==> config.mk <==
export PLATFORM = sky130hd
export DESIGN_NAME = uart_cmd_parser
export DESIGN_NICKNAME = d
export VERILOG_FILES = /design/src/rtl/uart_cmd_pkg.sv /design/src/rtl/uart_byte_reader.sv /design/src/rtl/uart_cmd_parser.sv
export SDC_FILE = /design/constraint.sdc
export NUM_CORES = 1
export LEC_CHECK = 0
export ABC_AREA = 0
export CORE_ASPECT_RATIO = 1.2
export CORE_UTILIZATION = 50
export DETAILED_ROUTE_END_ITERATION = 7
export HOLD_SLACK_MARGIN = 0.06
export MAX_ROUTING_LAYER = met4
export PLACE_DENSITY = 0.76
export SYNTH_ARGS = -nofsm -noshare
export SYNTH_HDL_FRONTEND = slang
export SYNTH_SLANG_ARGS = --single-unit
==> constraint.sdc <==
create_clock -name clk -period 1.8 [get_ports clk]
set_input_delay 0.54 -clock clk [delete_from_list [all_inputs] [get_ports clk]]
set_output_delay 0.54 -clock clk [all_outputs]
set_load 0.02 [all_outputs]
==> src/rtl/uart_cmd_pkg.sv <==
// Shared types and default constants for the UART command parser.
// The frame layout is SOF, command byte, payload (MSB first), then the XOR checksum.
package uart_cmd_pkg;

    typedef enum logic [2:0] {
        IDLE       = 3'd0,
        CMD        = 3'd1,
        DATA       = 3'd2,
        CSUM       = 3'd3,
        RESP_START = 3'd4,
        RESP_WAIT  = 3'd5
    } state_t;

    localparam logic [7:0] SOF_DEFAULT        = 8'hA5;
    localparam logic [7:0] ACK_DEFAULT        = 8'h06;
    localparam logic [7:0] NAK_DEFAULT        = 8'h15;
    localparam int         DATA_BYTES_DEFAULT = 4;
    localparam int         TIMEOUT_DEFAULT    = 65000;

endpackage

==> src/rtl/uart_byte_reader.sv <==
// Takes one byte per dataAvailable assertion from the UART receiver.
// rd_lock blocks re-reading the same byte until dataAvailable is seen low.
module uart_byte_reader (
    input  logic       clk,
    input  logic       rst,
    input  logic       enable,
    input  logic       dataAvailable,
    input  logic [7:0] receivedData,
    output logic       readFlag,
    output logic       byte_valid,
    output logic [7:0] byte_data
);

    logic rd_lock;

    always_ff @(posedge clk) begin
        if (rst) begin
            readFlag  <= 1'b0;
            rd_lock   <= 1'b0;
            byte_data <= 8'h00;
        end else begin
            readFlag <= 1'b0;
            if (!dataAvailable) begin
                rd_lock <= 1'b0;
            end else if (enable && !rd_lock) begin
                readFlag  <= 1'b1;
                rd_lock   <= 1'b1;
                byte_data <= receivedData;
            end
        end
    end

    // The byte is handed to the parser in the same cycle it is acknowledged.
    assign byte_valid = readFlag;

endmodule

==> src/rtl/uart_cmd_parser.sv <==
// Assembles SOF/cmd/payload/checksum frames from the UART receiver, strobes valid
// commands out and answers each completed frame with ACK or NAK via the transmitter.
module uart_cmd_parser
    import uart_cmd_pkg::*;
#(
    parameter logic [7:0] SOF_BYTE       = SOF_DEFAULT,
    parameter logic [7:0] ACK_BYTE       = ACK_DEFAULT,
    parameter logic [7:0] NAK_BYTE       = NAK_DEFAULT,
    parameter int         DATA_BYTES     = DATA_BYTES_DEFAULT,
    parameter int         TIMEOUT_CYCLES = TIMEOUT_DEFAULT
) (
    input  logic                    clk,
    input  logic                    uart_reset,
    input  logic                    dataAvailable,
    input  logic [7:0]              receivedData,
    output logic                    readFlag,
    output logic [7:0]              dataToSend,
    output logic                    uart_tx_start,
    input  logic                    uart_tx_done,
    output logic                    cmd_valid,
    output logic [7:0]              cmd_code,
    output logic [8*DATA_BYTES-1:0] cmd_data,
    output logic                    frame_error,
    output logic                    busy,
    output logic [2:0]              fsm_state
);

    localparam int DW    = 8 * DATA_BYTES;
    localparam int CNT_W = $clog2(DATA_BYTES + 1);
    localparam int TO_W  = $clog2(TIMEOUT_CYCLES + 1);
    localparam logic [CNT_W-1:0] LAST_IDX = CNT_W'(DATA_BYTES - 1);
    localparam logic [TO_W-1:0]  TO_LIMIT = TO_W'(TIMEOUT_CYCLES);

    state_t           state, state_n;
    logic [CNT_W-1:0] byte_cnt, byte_cnt_n;
    logic [7:0]       csum, csum_n;
    logic [TO_W-1:0]  to_cnt, to_cnt_n;
    logic [7:0]       code_sh, code_sh_n;
    logic [DW-1:0]    data_sh, data_sh_n;
    logic [7:0]       cmd_code_n, tx_byte_n;
    logic [DW-1:0]    cmd_data_n;
    logic             cmd_valid_n, frame_error_n, tx_start_n;
    logic             in_frame, rd_en, byte_valid;
    logic [7:0]       byte_data;

    assign in_frame  = (state == CMD) || (state == DATA) || (state == CSUM);
    assign rd_en     = in_frame || (state == IDLE);
    assign fsm_state = state;

    uart_byte_reader u_reader (
        .clk          (clk),
        .rst          (uart_reset),
        .enable       (rd_en),
        .dataAvailable(dataAvailable),
        .receivedData (receivedData),
        .readFlag     (readFlag),
        .byte_valid   (byte_valid),
        .byte_data    (byte_data)
    );

    always_ff @(posedge clk) begin
        if (uart_reset) begin
            state         <= IDLE;
            byte_cnt      <= '0;
            csum          <= 8'h00;
            to_cnt        <= '0;
            code_sh       <= 8'h00;
            data_sh       <= '0;
            cmd_code      <= 8'h00;
            cmd_data      <= '0;
            dataToSend    <= 8'h00;
            cmd_valid     <= 1'b0;
            frame_error   <= 1'b0;
            uart_tx_start <= 1'b0;
            busy          <= 1'b0;
        end else begin
            state         <= state_n;
            byte_cnt      <= byte_cnt_n;
            csum          <= csum_n;
            to_cnt        <= to_cnt_n;
            code_sh       <= code_sh_n;
            data_sh       <= data_sh_n;
            cmd_code      <= cmd_code_n;
            cmd_data      <= cmd_data_n;
            dataToSend    <= tx_byte_n;
            cmd_valid     <= cmd_valid_n;
            frame_error   <= frame_error_n;
            uart_tx_start <= tx_start_n;
            busy          <= (state_n != IDLE);
        end
    end

    always_comb begin
        state_n       = state;
        byte_cnt_n    = byte_cnt;
        csum_n        = csum;
        to_cnt_n      = to_cnt;
        code_sh_n     = code_sh;
        data_sh_n     = data_sh;
        cmd_code_n    = cmd_code;
        cmd_data_n    = cmd_data;
        tx_byte_n     = dataToSend;
        cmd_valid_n   = 1'b0;
        frame_error_n = 1'b0;
        tx_start_n    = 1'b0;

        // Inter-byte watchdog; an accepted byte always wins over an expiring count.
        if (in_frame) begin
            if (byte_valid) begin
                to_cnt_n = '0;
            end else if (to_cnt == TO_LIMIT) begin
                frame_error_n = 1'b1;
                state_n       = IDLE;
            end else begin
                to_cnt_n = to_cnt + 1'b1;
            end
        end

        case (state)
            IDLE: begin
                if (byte_valid && byte_data == SOF_BYTE) begin
                    csum_n   = 8'h00;
                    to_cnt_n = '0;
                    state_n  = CMD;
                end
            end
            CMD: begin
                if (byte_valid) begin
                    code_sh_n  = byte_data;
                    csum_n     = byte_data;
                    byte_cnt_n = '0;
                    state_n    = DATA;
                end
            end
            DATA: begin
                if (byte_valid) begin
                    data_sh_n  = {data_sh[DW-9:0], byte_data};
                    csum_n     = csum ^ byte_data;
                    byte_cnt_n = byte_cnt + 1'b1;
                    if (byte_cnt == LAST_IDX) state_n = CSUM;
                end
            end
            CSUM: begin
                if (byte_valid) begin
                    if (byte_data == csum) begin
                        cmd_code_n  = code_sh;
                        cmd_data_n  = data_sh;
                        cmd_valid_n = 1'b1;
                        tx_byte_n   = ACK_BYTE;
                    end else begin
                        frame_error_n = 1'b1;
                        tx_byte_n     = NAK_BYTE;
                    end
                    // The start pulse is registered, so it is high while in RESP_START.
                    tx_start_n = 1'b1;
                    state_n    = RESP_START;
                end
            end
            RESP_START: state_n = RESP_WAIT;
            RESP_WAIT: begin
                if (uart_tx_done) state_n = IDLE;
            end
            default: state_n = IDLE;
        endcase
    end

endmodule

# After elaboration in Yosys (flattened, before gate mapping)
# Index checks and enable logic that the tools add are counted.
[word_totals] inputBits=12 output_inout_bits=56 register_bits=132
[op_classes] n_mux=32 bitwise_logic=4 n_addsub=2 reduce_logical=20 n_eq_ne=12
[ops] operator="2-to-1 mux 16 bit" n=5
[ops] operator="2-to-1 mux 3 bit" n=11
[ops] operator="2-to-1 mux 8 bit" n=3
[ops] operator="one-hot mux 8 bit (3 select lines)" n=1
[ops] operator="one-hot mux 3 bit (6 select lines)" n=1
[ops] operator="adder 16 x 1 -> 16 bit, second input constant" n=1
[ops] operator="equality test 16 bit, second input constant" n=1
[ops] operator="equality test 3 x 2 -> 1 bit, second input constant" n=3
[ops] operator="2-to-1 mux 1 bit" n=9
[ops] operator="equality test 8 bit" n=1
[ops] operator="equality test 8 bit, second input constant" n=1
[ops] operator="AND reduction 2 bit" n=4
[ops] operator="bitwise XOR 8 bit" n=1
[ops] operator="equality test 3 bit, second input constant" n=2
[ops] operator="inequality test 2 x 1 -> 1 bit, second input constant" n=3
[ops] operator="one-hot mux 3 bit (2 select lines)" n=1
[ops] operator="AND reduction 3 bit" n=2
[ops] operator="nonzero test 3 bit" n=2
[ops] operator="2-to-1 mux 5 bit" n=1
[ops] operator="AND reduction 4 bit" n=1
[ops] operator="OR reduction 2 bit" n=2
[ops] operator="adder 3 x 1 -> 3 bit, second input constant" n=1
[ops] operator="equality test 3 x 1 -> 1 bit, second input constant" n=1
[ops] operator="logical NOT 3 bit" n=1
[ops] operator="other kinds (6)" n=11

# Longest topological paths before layout
# Gate-level depths: netlist (run 1).
[logic_depth] word_depth=8 ltp_mapped=7

# Cells and area by module
# From an unflattened synthesis (run 1), not the netlist that was laid out.
[hier_totals] cells_unflattened=568 hier_area_um2=5058.6
[by_module_without_submodules] mod="uart_cmd_parser" instances=1 seq_area_each_um2=2342.2 cells_each=527 area_each_um2=4625.7
[by_module_without_submodules] mod="uart_byte_reader" instances=1 seq_area_each_um2=200.2 cells_each=41 area_each_um2=432.9

# Least setup slack after synthesis (run 1)
# OpenSTA, ideal clock, no wires.
[synth_timing] kind="flip-flop to flip-flop" startpoint="reg state[0] (netlist: fsm_state[0])" endpoint="reg to_cnt[11]" period_less_slack_ps=1923 stages_incl_launch_ff=7 required_time_ps=1729 arrival_time_ps=1852 path_slack_ps=-123 n_path_buf=2 cell_sequence="dfxtp_1 buf_4 o21bai_2 or3_1 buf_2 or4_1 a21oi_1"
[synth_via] elab_chain_cells=6
[synth_rtl] element="start, declared" line="uart_cmd_parser.sv:34" text="state_t state, state_n;"
[synth_rtl] element="start signal, assigned" line="uart_cmd_parser.sv:77" text="state <= state_n;"
[synth_rtl] element="equality test 3 x 1 -> 1 bit or equality test 3 x 2 -> 1 bit (tied branches)" line="uart_cmd_parser.sv:46" text="assign in_frame = (state == CMD) || (state == DATA) || (state == CSUM);"
[synth_rtl] element="logical OR 1 bit (2 in series)" line="uart_cmd_parser.sv:46"
[synth_rtl] element="2-to-1 mux 16 bit" line="uart_cmd_parser.sv:108" text="if (in_frame) begin"
[synth_rtl] element="2-to-1 mux 16 bit" line="uart_cmd_parser.sv:121" text="if (byte_valid && byte_data == SOF_BYTE) begin"
[synth_rtl] element="2-to-1 mux 16 bit (*)" line="uart_cmd_parser.sv:119" text="case (state)"
[synth_rtl] element="end signal, assigned" line="uart_cmd_parser.sv:80" text="to_cnt <= to_cnt_n;"
[synth_rtl] element="end, declared" line="uart_cmd_parser.sv:37" text="logic [TO_W-1:0] to_cnt, to_cnt_n;"
# Mark *: on every way between the ends. The rest lies on a longest branch, timed or not.
# A chain may end at the register's enable or synchronous reset.

# Worst setup path in the final report (run 1)
[layout_timing] startpoint="reg state[1] (netlist: fsm_state[1])" endpoint="out fsm_state[1]"
[layout_rtl] element="end, declared" line="uart_cmd_parser.sv:25" text="output logic [2:0] fsm_state"
# No word-level cell between the ends.

==> results.md, run 1 <==
- Row Count: 41
- Crit path buffers/inverters: 1
- Reg2Reg Setup Slack: slightly above 50 ps
- Clock slew at reported path FFs: roughly 60 ps
- Slew Limit Fails: 0
- FMAX: ~570 MHz
- Setup crit start kind: register
- R2R depth: 4
- Drt first-iter violations: between 200 and 250
- Syn. warnings: 0
- Antenna violations before repair: 0
- Io pins: 68
- P_sw: about 1.4 mW
- CP Launch Point: fsm_state[1]$_SDFF_PP0_
- Hold Crit Depth: 2
- Crit path max-delay cell type: dfxtp_2
- Layout area overhead: 27.2%
- DR vias: roughly 4600
- Grt ovf: 0
- Clk pwr share: 0.523
- Pre-CTS WS: 13.0 ps
- Die height: ~120 um
- Internal power: approximately 5.1 mW
- Worst Path Max Fanout: 9
- CP endpoint kind: primary output
- Arr. time, crit path: 1210 ps
- RSZ-0062 raised after global routing: no
- Die area: ~11000 um^2
- DRC Markers: 6
- Part of the cycle the worst path needs: 0.972
- Flop pwr share: 0.442
- Cell family with most CP delay: flip-flops
- Final critical-path required period: between 1500 and 2000 ps
- Synthesized instance count: between 600 and 700
- HP Start: code_sh[5]$_SDFFE_PP0P_
- Switching share of power: 0.213
- CTS tree: built
- Setup ws final: just over 50 ps
- Final nets: between 700 and 800
- Final setup viols: 0
- Syn Area/Cell: around 8.7 um^2
- Setup_tns: 0 ps
- GP Congestion: ~0.85
- Skew-Pair Late Insertion Delay: between 400 and 500 ps
- Half-perimeter wire length after placement: approximately 8400 um
- H-tree levels: 4
- Status: finished with violations
- Worst Hold End: code_sh[5]$_SDFFE_PP0P_
- Starting Density: 0.520
- Synth async-reset ratio: 0
- Final Hold Violating Endpoints: 0
- Root Buffer: clkbuf_16
- CTS buffer count: 17
- Seq/Total Area, Yosys: 0.460
- Clk buf depth: 2
- Synth Register Bits: between 100 and 150
- Worst path max stage delay: 420 ps
- Filler instances: just under 900
- Yosys cell types: 46
- GRT Total Usage: 0.238
- First-pass GRT wire length: ~21000 um
- IO buf count: between 60 and 70
- Vias per cell: ~5.5
- Top_reg_cell synth: dfxtp_1
- CTS Sinks: between 100 and 150
- Synthesized area: 5520 um^2
- Layout cells sized above 1: 0.111
- Reg2Reg Launch Point: fsm_state[2]$_SDFF_PP0_
- Hold crit path type: reg -> reg
- Vias in the first global route: around 4600
- Failing checks: DRC
- Diode count: 0
- Largest net degree at the start of global routing: 43
- Comb pwr share: 0.035
- Setup CP Type: reg -> out
- Max VDD drop: just under 0.8 mV
- Critical Path RT: around 1300 ps
- Lkg Pwr: 2.57 nW
- Area of the core: between 10000 and 15000 um^2
- Detailed Routing Iterations Pass 1: 7
- Cells along the critical path: dlygate4sd2_1
- Clock skew: 9.67 ps
- Die X-Extent: 97.9 um
- Total length of routed wires: ~13000 um
- # Max-Cap Violations: 0
- Wire per inst: around 15 um
- Worst r2r dst: to_cnt[13]$_SDFF_PP0_
- Post-synth EDFFs: 0
- Routed Antenna Nets: 0
- Power per cell area: between 900 and 1000 nW/um^2
==> routing by layer <==
layer | track usage | vias up | part of all wire
met1 | 0.269 | 2213 | 0.43
met4 | 0.103 | 0 | 0.019
met3 | 0.0433 | 25 | 0.037
li1 | - | 2290 | -
met2 | 0.414 | 101 | 0.51
met5 | - | - | 0
==> power by group through the flow <==
stage / clock [mW] / combinational [mW] / sequential, mW
3_3_place_gp: 0 / 0.220 / 2.91
4_1_cts: 3.40 / 0.224 / 2.85
2_1_floorplan: 0 / 0.133 / 2.91
3_5_place_dp: 0 / 0.224 / 2.91
6_report: 3.37 / 0.224 / 2.85
5_1_grt: 3.53 / 0.244 / 2.85
==> cells in the final DEF, fill, tap and decap left out, drive strengths merged, types with 4 or more instances in the layout <==
cell           count
clkinv             5
dlygate4sd2       51
mux2i             48
o21ai             25
buf               36
nand4              7
nand3b             8
and3               4
nand3             11
a21oi             56
nand2             93
nor2              24
conb               4
dfxtp            127
or4                5
xnor2             13
o31ai              5
nand2b            82
clkbuf            23
o32ai              8
nor4               5
clkdlybuf4s50     10
or3                7
inv               13
nor3              13
ha                 4
==> state kept, by name, indices dropped and copies added, names as in the netlist, 3 cells and up <==
register,cells
data_sh,32
dataToSend,3
byte_cnt,3
to_cnt,16
csum,8
cmd_code,8
cmd_data,32
code_sh,8
u_reader.byte_data,8
fsm_state,3
==> synth_stat cells, types with 2 or more instances <==
cell type / instances / share of area
xor2_1: 2 / 0.0032
inv_1: 13 / 0.0088
nor2_1: 23 / 0.016
nand4_1: 7 / 0.0079
a21oi_1: 56 / 0.051
nand3b_1: 8 / 0.011
ha_1: 4 / 0.0091
o21a_1: 2 / 0.0027
o21ai_0: 23 / 0.021
nand2_1: 93 / 0.063
mux2i_1: 48 / 0.087
buf_4: 10 / 0.014
nand3_1: 11 / 0.010
buf_2: 5 / 0.0045
dfxtp_1: 127 / 0.46
nand2b_1: 82 / 0.093
o21ai_1: 2 / 0.0018
o31ai_1: 5 / 0.0068
clkbuf_1: 30 / 0.020
and3_1: 4 / 0.0045
buf_1: 2 / 0.0014
nor3b_1: 3 / 0.0041
nor4_1: 5 / 0.0057
o32ai_1: 8 / 0.013
o21bai_1: 2 / 0.0027
xnor2_1: 13 / 0.021
or3b_1: 2 / 0.0032
nor2b_1: 2 / 0.0023
nor3_1: 12 / 0.011
nand4bb_1: 2 / 0.0041
or3_1: 7 / 0.0079
and4_1: 2 / 0.0032
or4_1: 5 / 0.0068
==> cells by family after synthesis <==
group	count (synthesis)	synth area share
flip-flops	127	0.460
other	1	0.000679
adder cells (fa/ha/maj)	4	0.00906
XOR/XNOR	15	0.0238
AO/OA/AOI/OAI	102	0.105
multiplexers	48	0.0870
AND/OR/NAND/NOR	276	0.266
buffers and inverters	60	0.0487
==> worst max path at each step <==
stage | to | slack (ps) | cells past startpoint
floorplan | to_cnt[11]$_SDFF_PP0_ | 10 | 6
global placement | u_reader.byte_data[0]$_SDFFE_PP0P_ | 30 | 5
detailed placement | u_reader.byte_data[5]$_SDFFE_PP0P_ | 10 | 5
CTS | fsm_state[0] | 5 | 1
global route | to_cnt[13]$_SDFF_PP0_ | 0.8 | 4
finish | fsm_state[1] | 50 | 1
==> final cells by class <==
class                           count  area [um^2]  share of cell area
Multi-Input combinational cell    449         2750               0.391
Sequential cell                   127         2550               0.363
Timing Repair Buffer               99          927               0.132
Clock buffer                       22          474              0.0675
Tap cell                          129          161              0.0230
Clock inverter                     10          111              0.0159
Inverter                           13         48.8             0.00695
==> through the flow <==
stage	power [mW]	util	area, um^2	hold WS [ps]	instances
floorplan	3.04	-	5550	437	636
finish	6.44	0.661	7020	451	849
global placement	3.13	0.606	6440	444	815
global route	6.62	0.661	7020	477	849
detailed placement	3.13	0.606	6440	449	815
CTS	6.48	0.655	6960	456	847
==> what timing repair did <==
action	in CTS	in global routing
cloned	0	1
setup buffers	0	1
endpoints found under the setup margin	52	54
gates resized for setup	53	7
hold buffers	0	0
pin swaps	0	1
Note: power is estimated with default switching activity, not from simulation.
==> run 2, diff against run 1 <==
- CORE_MARGIN: default -> 2
- PLACE_DENSITY: 0.76 -> 0.73
- RECOVER_POWER: default -> 50
- clock period: 1.8 -> 2 ns (I/O delays scaled with it)
==> run 2 against run 1 <==
The flow now finishes without violations. Combinational power fell by 20%. Critical endpoint is now cmd_data[20]. Largest power group unchanged. Hold slack improved by 4.7 ps. Highest routed layer unchanged. Clock power shrank 12%.
==> results.md, run 2 (synthesis gave the netlist of run 1 again) <==
- Status: complete, no violations (was finished with violations)
- Worst path max stage delay: 610 ps (was 420 ps)
- Arr. time, crit path: 1370 ps (was 1210 ps)
- Hold crit path type: reg -> reg (unchanged)
- Crit path max-delay cell type: clkdlybuf4s50_1 (was dfxtp_2)
- Hold slack: 456 ps (was 451 ps)
- Total length of routed wires: 12300 um (was 12700 um)
- Slew @ Worst Pin: 607 ps
- DR vias: 4547 (was 4629)
- Largest regs: cmd_data x32, data_sh x32, to_cnt x16 (unchanged)
- Reg2Reg Setup Slack: 100 ps (was 50 ps)
- # Max-Cap Violations: 0 (unchanged)
- Routed Antenna Nets: 0 (unchanged)
- Final nets: 707 (was 723)
- CTS tree: built (unchanged)
- Area of the core: 10900 um^2 (was 10600 um^2)
- Root Buffer: clkbuf_16 (unchanged)
- Slew Limit Fails: 0 (unchanged)
- Clock slew at reported path FFs: 50 ps (was 60 ps)
- Critical Path RT: 1400 ps (was 1260 ps)
- Io pins: 68 (unchanged)
- Grt ovf: 0 (unchanged)
- Worst Path Max Fanout: 2 (was 9)
- Part of the cycle the worst path needs: 0.985
- RSZ-0062 raised after global routing: no (unchanged)
- Vias per cell: 5.45 (about the same)
- Cells along the critical path: clkdlybuf4s50_1 (was dlygate4sd2_1)
- Power per cell area: 834 nW/um^2 (was 918 nW/um^2)
- Setup crit start kind: register (unchanged)
- Diode count: 0 (unchanged)
- Antenna violations before repair: 0 (unchanged)
- Setup_tns: 0 ps (unchanged)
- Final critical-path required period: between 1500 and 2000 ps
- Area after DPL: 6290 um^2 (was 6440 um^2)
- Row Count: 42 (was 41)
- GP Congestion: 0.846 (about the same)
- Met2 Wirelength: 6240 um (was 6480 um)
- GRT Total Usage: 0.218 (was 0.238)
- Skew-Pair Late Insertion Delay: 410 ps (was 420 ps)
- CTS buffer count: 17 (unchanged)
- Starting Density: 0.508 (was 0.520)
- Max Used Layer: met4 (unchanged)
- First-pass GRT wire length: 20400 um (was 21100 um)
- Die X-Extent: 99.9 um (was 97.9 um)
- H-tree levels: 4 (unchanged)
- IO buf count: 63 (unchanged)
- Clock skew: 4.90 ps (was 9.67 ps)
- Lkg Pwr: 2.23 nW (was 2.57 nW)
- Routed wl met3: 442 um (was 464 um)
- Final Hold Violating Endpoints: 0 (unchanged)
- Final setup viols: 0 (unchanged)
- Detailed Routing Iterations Pass 1: 5 (was 7)
- Commonest non-fill, non-tap cells in the layout: dfxtp_1 (124), nand2_1 (93), nand2b_1 (82) (was dfxtp_1 (122), nand2_1 (93), nand2b_1 (82))
- Clk buf depth: 2 (unchanged)
- Half-perimeter wire length after placement: 8000 um (was 8430 um)
- Layout cells sized above 1: 0.0798 (was 0.111)
- Drt first-iter violations: 237 (was 202)
- Wire per inst: 14.7 um (was 15.0 um)
- Power, Total: 5.71 mW (was 6.44 mW)
- Die area: 11900 um^2 (was 11500 um^2)
- Commonest non-fill, non-tap cell in the layout: dfxtp_1 (unchanged)
- Vias in the first global route: 4372 (was 4574)
- Fin area: 6840 um^2 (was 7020 um^2)
- Largest net degree at the start of global routing: 86 (was 43)
- CP endpoint kind: primary output (unchanged)
- DRC Markers: 0 (was 6)
- FMAX: ~510 MHz
- CTS Sinks: 127 (unchanged)
- Die height: 119 um (was 117 um)
- Max_slew headroom: 0.595
- Core Util, Final: 0.629 (was 0.661)
- M1 wire length: 5380 um (was 5510 um)
- Setup CP Type: reg -> out (unchanged)
- Max VDD drop: 0.508 mV (was 0.768 mV)
- Layout area overhead: 23.9% (was 27.2%)
- Crit path buffers/inverters: 1 (unchanged)
- Cell family with most CP delay: buffers and inverters (was flip-flops)
run 2: layout make-up:
| cell class | instances | area [um^2] |
|---|---|---|
| fillers | 898 | 4030 |
| multi-input cells | 449 | 2720 |
| flip-flops and latches | 127 | 2550 |
| repair buffers | 83 | 783 |
| clock buffers | 25 | 526 |
| well taps | 132 | 165 |
| clock inverters | 5 | 52.6 |
| inverters | 13 | 48.8 |
run 2: final timing paths:
kind | cells after the start | startpoint | to
worst max-delay path | 1 | cmd_data[20]$_SDFFE_PP0P_ | cmd_data[20]
worst min-delay path | 2 | data_sh[24]$_SDFFE_PP0P_ | data_sh[24]$_SDFFE_PP0P_
worst max register to register | 5 | u_reader.byte_data[0]$_SDFFE_PP0P_ | cmd_data[1]$_SDFFE_PP0P_
worst min register to register | 2 | data_sh[24]$_SDFFE_PP0P_ | data_sh[24]$_SDFFE_PP0P_
run 2: routing by layer:
metal,GRT usage,up-vias
li1,-,2258
met1,0.262,2173
met2,0.352,94
met3,0.0511,22
met4,0.0882,0
met5,-,-
run 2: stage by stage:
stage / std cells / setup slack, ps
2_1_floorplan: 636 / 76.8
3_5_place_dp: 801 / 90.1
5_1_grt: 834 / 2.13
3_3_place_gp: 801 / 154
4_1_cts: 831 / 0.729
6_report: 834 / 29.4
run 2: what timing repair did:
item | in CTS | in global routing
hold buffers | 0 | 0
endpoints found under the setup margin | 6 | 36
gates resized for setup | 7 | 10
setup buffers | 0 | 2
gates cloned | 0 | 1
pin swaps | 0 | 3
run 2: report_power, final:
group / switching (mW) / internal (mW)
sequential: 0.0230 / 2.54
combinational: 0.0928 / 0.0873
clock: 1.04 / 1.92
total: 1.16 / 4.55
==> edit: new RTL, config.mk and constraints of run 1 <==
`TIMEOUT_DEFAULT`: 65000 -> 130000.
--- a/src/rtl/uart_cmd_pkg.sv
+++ b/src/rtl/uart_cmd_pkg.sv
@@ -15,7 +15,7 @@
     localparam logic [7:0] ACK_DEFAULT        = 8'h06;
     localparam logic [7:0] NAK_DEFAULT        = 8'h15;
     localparam int         DATA_BYTES_DEFAULT = 4;
-    localparam int         TIMEOUT_DEFAULT    = 65000;
+    localparam int         TIMEOUT_DEFAULT    = 130000;
 
 endpackage
 
Function: same outputs for any inputs over 10 cycles, from zero or initial values and one cycle with uart_reset high; that may be too few to reach the edited logic, so the function may still have changed.
==> edit against run 1 <==
  * First-iteration DRC count rose by 34%
  * Critical path depth rose by 6
  * Synthesized cell count rose by 2.2%
  * Power rose by 1.0%
  * Highest routed layer unchanged
  * Sequential cell count rose by 1
  * Area after synthesis rose by 4.3%
  * Design area rose by 4.2%
  * Wire length rose by 4.2%
  * Worst setup slack got worse by 0.022 ns
  * Fmax fell by 1.2%
==> edit: results (changes against run 1) <==
- Number of buffers added by the clock tree synthesis step: 17 (unchanged)
- Worst Clk Skew: 0.00838 ns (-0.00129 ns)
- Post-synthesis cell type count: 56 (+22%)
- Number of global-route vias before repair: 4480 (-2.1%)
- Placer Congestion: 0.836 (-1.2%)
- Kind of path behind the tightest hold check: reg2reg
- Mean number of vias per cell: 5.31 (-2.7%)
- Run status: complete, no violations
- Worst relative slew slack: 0.630
- GRT Resource Usage Total: 0.228 (-0.00927)
- First-pass GRT wire length: 21100 um (unchanged)
- Proportion of synthesized chip area in sequential cells: 0.445 (-0.0155)
- Registers with the highest flip-flop counts: cmd_data: 32 flops, data_sh: 32 flops, to_cnt: 17 flops
- Routed wire length: 13200 um (+4.2%)
- Share of synthesized registers carrying an async set or reset: 0 (unchanged)
- Maximum vdd ir drop: 0.565 mV (-26%)
- Cell types occupying the most area after synthesis: dfxtp_1, nand2b_1, mux2i_1, nand2_1, a21oi_1
- Number of antenna violations at the first check in global routing: 0 (unchanged)
- Root buffer selected by CTS: clkbuf_16
- Worst-Skew Late Latency: 0.42 ns (about the same)
- Maximum fanout encountered on the critical timing path: 10 (+1)
- Largest net degree at the start of global routing: 78 (+81%)
- Worst Setup Slack post-DPL: -0.0223 ns (-0.0353 ns)
- Final #Nets: 738 (+2.1%)
- Crit path DAT: 2.11 ns (+0.90 ns)
- Standby leakage power: 0.00273 uW (+6.4%)
- Remaining design rule violation count: 0 (-6)
- Port Buffer Count: 63 (unchanged)
- Post-synth top cells: dfxtp_1, nand2_1, nand2b_1
- Deepest clock path buffer count: 2 (unchanged)
- Fraction of layout cells with a size suffix above 1: 0.146 (+0.0345)
- DR pass1 iterations: 4 (-3)
- Ys flop type: dfxtp_1
- Yosys warnings: 0 (unchanged)
- Clock slew seen by the registers of the worst setup and hold paths: 0.06 ns (about the same)
- Fill cell instance count of the final layout: 944 (+5.5%)
- Max-cap violations: 0 (unchanged)
- Post-DP HPWL: 8450 um (+0.18%)
- H-tree lvl count: 4 (unchanged)
- Number of violations reported at the end of detailed-routing iteration 0: 270 (+34%)
- Diode insertion count for antenna repair: 0 (unchanged)
- Switch share: 0.219 (+0.00639)
edit: path summary, 6_finish.rpt:
check / start / end / slack (ns) / depth (start not counted)
setup / recovery: csum[7] / cmd_data[14] / 0.03 / 7
hold reg to reg: data_sh[31] / data_sh[31] / 0.46 / 2
hold / removal: data_sh[31] / data_sh[31] / 0.46 / 2
setup reg to reg: csum[7] / cmd_data[14] / 0.03 / 7
edit: stage by stage:
stage	instances	cell area [sq um]	hold WS [ns]
after global placement	850	6660	0.443
after CTS	882	7180	0.459
after floorplan	650	5770	0.437
after global routing	889	7320	0.481
final	889	7320	0.459
after detailed placement	850	6660	0.449
edit: final cells by class:
type | instances | share of cell area
Timing Repair Buffer | 105 | 0.137
Sequential cell | 128 | 0.352
Inverter | 13 | 0.00667
Clock buffer | 20 | 0.0624
Multi-Input combinational cell | 457 | 0.397
Clock inverter | 12 | 0.0183
Tap cell | 154 | 0.0263
edit: metal layers:
layer | vias up | GRT usage | wire, um
met5 | - | - | 0
met4 | 0 | 0.0870 | 227
met3 | 22 | 0.0460 | 451
met2 | 99 | 0.391 | 6820
met1 | 2262 | 0.262 | 5730
li1 | 2335 | - | -
edit: what timing repair did:
item	in CTS	in global routing
hold endpoints to repair	0	0
setup buffers	0	4
hold buffers	0	0
setup endpoints to repair	52	45
pin swaps	0	3
gates resized for setup	53	22
cloned	0	3
edit: cell families (layout without fill, tap and decap cells):
| group | count (synthesis) | in the layout | share of synthesized area |
|---|---|---|---|
| AOI/OAI and AO/OA | 106 | 106 | 0.112 |
| xor gates and xnor gates | 16 | 16 | 0.0243 |
| adders and majority gates | 4 | 4 | 0.00869 |
| buffers and inverters | 65 | 150 | 0.0589 |
| DFF | 128 | 128 | 0.445 |
| muxes | 48 | 48 | 0.0834 |
| other | 1 | 4 | 0.000651 |
| and+or+nand+nor | 279 | 279 | 0.267 |
edit: worst max-delay path, cell delays in order (launching register included):
cell and delay, ns:
dfxtp_1 0.39, xnor2_2 0.14, nand4_1 0.24, nor3_4 0.34
buf_12 0.16, buf_6 0.10, buf_12 0.13, mux2i_1 0.19
edit: power by group through the flow:
stage | Sequential [uW] | Combinational [uW] | Clock [uW]
finish | 2870 | 252 | 3390
global route | 2870 | 268 | 3550
CTS | 2870 | 242 | 3420
detailed placement | 2930 | 239 | 0
global placement | 2930 | 235 | 0
floorplan | 2920 | 155 | 0
